<file path="src/rtl/sgmii_tx_gearbox.sv">
// 10:4 transmit gearbox: 8b/10b symbols in, 4 line bits per 312.5 MHz clock out, MSB first.
// Optional GEARBOX_PRBS_EN adds a prbs_en input that replaces line data with PRBS-7.
module sgmii_tx_gearbox #(
    parameter bit INVERT = 1'b0
) (
    input  logic        clk_312p5mhz,
    input  logic        rst,
    input  logic        sym_valid,
    output logic        sym_ready,
    input  logic [9:0]  sym_data,
    output logic [3:0]  tx_data,
    output logic        tx_underflow
`ifdef GEARBOX_PRBS_EN
    ,
    input  logic        prbs_en
`endif
);

    localparam int unsigned SYM_W  = 10;
    localparam int unsigned NIB_W  = 4;
    localparam int unsigned BUF_W  = 16;
    localparam int unsigned CNT_W  = 5;
    localparam int unsigned LFSR_W = 7;

    typedef enum logic {
        IDLE = 1'b0,
        RUN  = 1'b1
    } state_t;

    localparam logic [NIB_W-1:0] IDLE_NIB = {NIB_W{INVERT}};

    state_t             state_q, state_d;
    logic [BUF_W-1:0]   buf_q, buf_d, buf_base;
    logic [CNT_W-1:0]   count_q, count_d, post;
    logic [NIB_W-1:0]   tx_d;
    logic               underflow_d;
    logic               accept, drain, starve;
    logic [BUF_W-1:0]   sym_aligned;

`ifdef GEARBOX_PRBS_EN
    logic [LFSR_W-1:0]  lfsr_q, lfsr_d, lfsr_t;
    logic [NIB_W-1:0]   prbs_nib;
    logic               fb;
`endif

    // Ready depends only on registered occupancy so upstream sees no comb path from sym_valid.
`ifdef GEARBOX_PRBS_EN
    assign sym_ready = (count_q <= CNT_W'(SYM_W)) && !prbs_en;
`else
    assign sym_ready = (count_q <= CNT_W'(SYM_W));
`endif

    assign accept      = sym_valid && sym_ready;
    assign drain       = (state_q == RUN) && (count_q >= CNT_W'(NIB_W));
    assign starve      = (state_q == RUN) && (count_q <  CNT_W'(NIB_W));
    assign sym_aligned = {sym_data, {(BUF_W-SYM_W){1'b0}}};

    // Next-state, buffer and line output.
    always_comb begin
        state_d     = state_q;
        buf_base    = buf_q;
        post        = count_q;
        tx_d        = IDLE_NIB;
        underflow_d = 1'b0;
`ifdef GEARBOX_PRBS_EN
        lfsr_d      = lfsr_q;
        lfsr_t      = lfsr_q;
        prbs_nib    = '0;
        fb          = 1'b0;
`endif

        if (drain) begin
            tx_d     = buf_q[BUF_W-1 -: NIB_W] ^ IDLE_NIB;
            buf_base = {buf_q[BUF_W-NIB_W-1:0], {NIB_W{1'b0}}};
            post     = CNT_W'(count_q - CNT_W'(NIB_W));
        end else if (starve) begin
            // Residual bits shorter than a nibble are dropped.
            underflow_d = 1'b1;
            buf_base    = '0;
            post        = '0;
        end

        case (state_q)
            IDLE:    if (accept) state_d = RUN;
            RUN:     if (starve && !accept) state_d = IDLE;
            default: state_d = IDLE;
        endcase

        if (accept) begin
            buf_d   = buf_base | (sym_aligned >> post);
            count_d = CNT_W'(post + CNT_W'(SYM_W));
        end else begin
            buf_d   = buf_base;
            count_d = post;
        end

`ifdef GEARBOX_PRBS_EN
        // PRBS-7 (x^7+x^6+1), four bits per clock, oldest bit first.
        if (prbs_en) begin
            for (int i = 0; i < int'(NIB_W); i++) begin
                fb                    = lfsr_t[LFSR_W-1] ^ lfsr_t[LFSR_W-2];
                prbs_nib[NIB_W-1-i]   = fb;
                lfsr_t                = {lfsr_t[LFSR_W-2:0], fb};
            end
            lfsr_d      = lfsr_t;
            tx_d        = prbs_nib ^ IDLE_NIB;
            state_d     = IDLE;
            buf_d       = '0;
            count_d     = '0;
            underflow_d = 1'b0;
        end
`endif
    end

    always_ff @(posedge clk_312p5mhz or posedge rst) begin
        if (rst) begin
            state_q      <= IDLE;
            buf_q        <= '0;
            count_q      <= '0;
            tx_data      <= IDLE_NIB;
            tx_underflow <= 1'b0;
        end else begin
            state_q      <= state_d;
            buf_q        <= buf_d;
            count_q      <= count_d;
            tx_data      <= tx_d;
            tx_underflow <= underflow_d;
        end
    end

`ifdef GEARBOX_PRBS_EN
    always_ff @(posedge clk_312p5mhz or posedge rst) begin
        if (rst) lfsr_q <= {LFSR_W{1'b1}};
        else     lfsr_q <= lfsr_d;
    end
`endif

endmodule

</file>
<file path="config.mk">
export PLATFORM = sky130hd
export DESIGN_NAME = sgmii_tx_gearbox
export DESIGN_NICKNAME = d
export VERILOG_FILES = /design/src/rtl/sgmii_tx_gearbox.sv
export SDC_FILE = /design/constraint.sdc
export NUM_CORES = 1
export LEC_CHECK = 0
export CAP_MARGIN = 20
export CELL_PAD_IN_SITES_DETAIL_PLACEMENT = 0
export CELL_PAD_IN_SITES_GLOBAL_PLACEMENT = 1
export CORE_UTILIZATION = 47
export DETAILED_ROUTE_END_ITERATION = 8
export GPL_ROUTABILITY_DRIVEN = 1
export PLACE_DENSITY_LB_ADDON = 0.1
export RECOVER_POWER = 100
export SKIP_LAST_GASP = 1
export SLEW_MARGIN = 10
export SYNTH_ARGS = -nofsm -noshare
export SYNTH_HDL_FRONTEND = slang
export SYNTH_SLANG_ARGS = --single-unit
</file>
<file path="constraint.sdc">
create_clock -name clk_312p5mhz -period 6 [get_ports clk_312p5mhz]
set_input_delay 1.8 -clock clk_312p5mhz [delete_from_list [all_inputs] [get_ports clk_312p5mhz]]
set_output_delay 1.8 -clock clk_312p5mhz [all_outputs]
set_load 0.05 [all_outputs]
</file>
* Yosys cells after proc, flatten, opt, wreduce, memory -nomap -nowiden
Index checks and enable logic that the tools add are counted.
Word-level totals: bits in registers 27, input bits 13
Operators by class: add/sub/neg operators 2, $lt $le $gt $ge 3, shift-type cells 1, muxes and demuxes 12, bitwise operators 2, reduce and logical (&&, ||, !) cells 5
Operators by type and width (number):
- $mux W16 | 3
- $or A16 B16 Y16 | 1
- $shr A16 B5 Y16 | 1
- $mux W5 | 3
- $add A5 B4 Y5 const B | 1
- $ge A5 B3 Y1 const B | 1
- $le A5 B4 Y1 const B | 1
- $lt A5 B3 Y1 const B | 1
- $sub A5 B3 Y5 const B | 1
- $logic_and A1 B1 Y1 | 4
- $mux W1 | 4
- $mux W4 | 1
- $pmux W1 S2 | 1
- $logic_not A1 Y1 | 1
- $not A1 Y1 | 1

* Logic depth before layout (Yosys ltp)
depth in word-level cells 7, gate-level depth with buffers 7, mapped depth without buffers 7

* Worst setup path before layout
No wires, ideal clock.
path kind register -> output, start register count_q[2], end output sym_ready, data arrival time 1.530 ns, path slack 2.670 ns, cell stages (with the launch flop) 6, path buffers 0, cells stage by stage dfrtp_1 > inv_1 > ha_1 > and3b_1 > nor2_1 > nor2_1
On the way: cells in the longest elaborated chain, start to end 1
Ends and longest elaborated chain:
- from (decl) | RTL line 34 | logic [CNT_W-1:0] count_q, count_d, post;
- from (signal assigned) | RTL line 125 | count_q <= count_d;
- $le A5 B4 Y1 | RTL line 50 | assign sym_ready = (count_q <= CNT_W'(SYM_W));
- to (decl) | RTL line 9 | output logic sym_ready,
No other way between the ends.

* Worst setup path after layout
start register count_q[0], end output sym_ready
The elaborated chain is that of the path after synthesis.

==> run metrics <==
ranking of synthesized cells by area dfrtp_1 36%, a221o_1 5.3%, mux2i_1 3.2%; Mapped Cells 200; RSZ-0062 raised after global routing no; Die ar. 4250 sq um; setup TNS 0 ns; wire length per cell 17.4 microns; f_max 239 MHz; routing usage on met3 2.60%; Crit. End Element output port; layout cells sized above 1 8.10%; first-pass GRT wire length 7.47 mm; max-cap viol count 0; Critical path buffers and inverters 1; IR drop worst, VDD 0.000105 V; Cell Count, Final, Fillers Out 258; GR Util met2 36.3%; final setup fails 0; P_leak 0.915 nW; Final Hold Slack 0.490 ns; initial core utilization 50.2%; critical path class flip-flop to output port; HP Class flip-flop to flip-flop; post-route antenna net violation count 0; number of placement rows 22; busiest grt layer met2; final worst slack 1.82 ns; reg-to-reg startpoint count_q[0]; worst skew pair latency 0.28 ns; antenna cells 0; clk sinks 27; Worst-Margin Slew 1.34 ns; CP arrival 2.38 ns; count of final max-slew check failures 0; CP cell instances and3b_1, nor2_1, nor2_1, dlygate4sd3_1; Clock Skews 0.0110 ns; postcts setup bufs 0; number of global-route vias before repair 1478; Main synth FF type dfrtp_1; Slew Limit Headroom 9.58%; CTS Buf Count 3; top-area cell type share of the netlist area 36.0%; Clock Tree Root clkbuf_8; DP Worst Slack 1.82 ns; minimum clock period 4.18 ns; Post-synth EDFFs 0; CTS H-tree lvls 1; port bufs 18; Netlist cell types 55; most used cell, CP nor2_1; Post-CTS Hold Buffers 0; maximum fanout along the worst path 25; RD Place Congestion 0.838; #FFs+latches synth 27; Cell Area, Synth 1880 sq um; startpoint types flip-flop; drt initial violations 106; period utilization 69.7%; most frequent cell after synthesis dfrtp_1; post-synthesis sequential area ratio 36.0%; Total Wirelength 4.50 mm; die width 65.2 microns; GRT Residual Overflow 0; antenna violations before repair 0; final hold vios 0; Chip Height 65.2 microns; Mapped Avg Cell Area 9.39 sq um; Crit path required time 4.20 ns; Crit-path slowest cell dfrtp_1; largest net degree at the start of global routing 39; CP delay by family, top flip-flops; Post-Syn Nets 215; Async SR Flop Fraction 100%; Ys Warns 0; I/O pins 19; met1 Use GR 33.2%; PostCTS Resize Cnt 0; via density per instance 6.40; Max Root-Sink Buffers 2; slowest stage delay, CP 0.88 ns; GRT Total Usage 23.0%; Pwr per Cell Area 154 nW/um^2; Hold Path Origin buf_q[14]; post-DP HPWL 3.21 mm; CTS tree built; vias 1650; top cells by count, synth 27 x dfrtp_1, 12 x nand2_1, 11 x nor2_1; outcome finished clean; core area 3740 sq um; DP Cell Count 252; Layout Area Growth over Synthesis 11.8%; largest area contributor in the netlist dfrtp_1; DRT Pass-1 Iters 5; DRC 0; clk slew on worst S/H paths 0.11 ns; Critical Path Start count_q[0]; final net count 226
stage by stage:
stage	total power, mW	util (%)	area [sq um]
after global placement	0.215	54.7	2050
final	0.323	56.1	2100
after CTS	0.326	56.0	2100
after detailed placement	0.216	54.7	2050
after global routing	0.334	56.1	2100
after floorplan	0.201	-	1880
logic make-up after synthesis:
family,Yosys count,synth area share [%]
multiplexers,7,3.80
XOR/XNOR,4,1.87
buffers and inverters,25,6.13
AND/OR/NAND/NOR,64,19.1
adder cells (fa/ha/maj),2,1.33
flip-flops,27,36.0
AO/OA/AOI/OAI,71,31.8
report_power, final:
part	internal, mW	leakage (nW)	switching, mW
sequential	0.182	0.351	0
clock	0.0473	0.0217	0.0639
combinational	0.0139	0.542	0.0161
total	0.243	0.914	0.0799
registers in the layout (all words and copies together), names as in the netlist:
register	flops
buf_q	16
count_q	5
state_q	1
tx_data	4
tx_underflow	1
metal layers:
layer  up-vias  wire, microns
li1        784              -
met1       806           2070
met2        54           2150
met3         6            215
met4         0             61
met5         -              0
final timing paths:
check | slack, ns | to | cells after the start
min in group asynchronous | 1.98 | buf_q[6] | 2
max | 1.82 | sym_ready | 4
min reg2reg | 0.49 | tx_data[2] | 1
max reg2reg | 2.67 | buf_q[0] | 5
min | 0.49 | tx_data[2] | 1
max in group asynchronous | 2.97 | state_q | 3
layout by cell type, fill, tap and decap left out, types with 2 or more instances in the layout:
cell type / synthesis / layout
a21oi_1: 6 / 6
a221o_1: 10 / 10
a222oi_1: 2 / 2
a22oi_1: 2 / 2
a31oi_1: 3 / 3
and2_1: 9 / 8
and3_1: 3 / 3
clkbuf_8: 0 / 3
clkdlybuf4s50_1: 0 / 10
dfrtp_1: 27 / 27
dlygate4sd3_1: 0 / 8
ha_1: 2 / 2
inv_1: 9 / 9
mux2i_1: 6 / 6
nand2_1: 12 / 13
nand2b_1: 5 / 5
nand3_1: 6 / 6
nand4b_1: 2 / 2
nor2_1: 11 / 11
nor2b_1: 5 / 5
nor3_1: 3 / 4
nor4_1: 2 / 2
o2111ai_1: 2 / 2
o211ai_1: 4 / 4
o21a_1: 4 / 4
o21ai_0: 8 / 9
o21ai_1: 4 / 4
o221ai_1: 2 / 2
o221ai_2: 4 / 4
o22a_1: 2 / 2
o22ai_1: 2 / 2
o31ai_1: 2 / 2
xnor2_1: 3 / 3
layout make-up:
class	instances	area (sq um)
multi-input combinational	148	1060
inverter	10	37.5
clock inverter	1	7.51
clock buffer	3	41.3
fill	363	1640
timing repair buffer	21	219
sequential	27	676
tap	48	60.1
(Power assumes the default switching activity.)
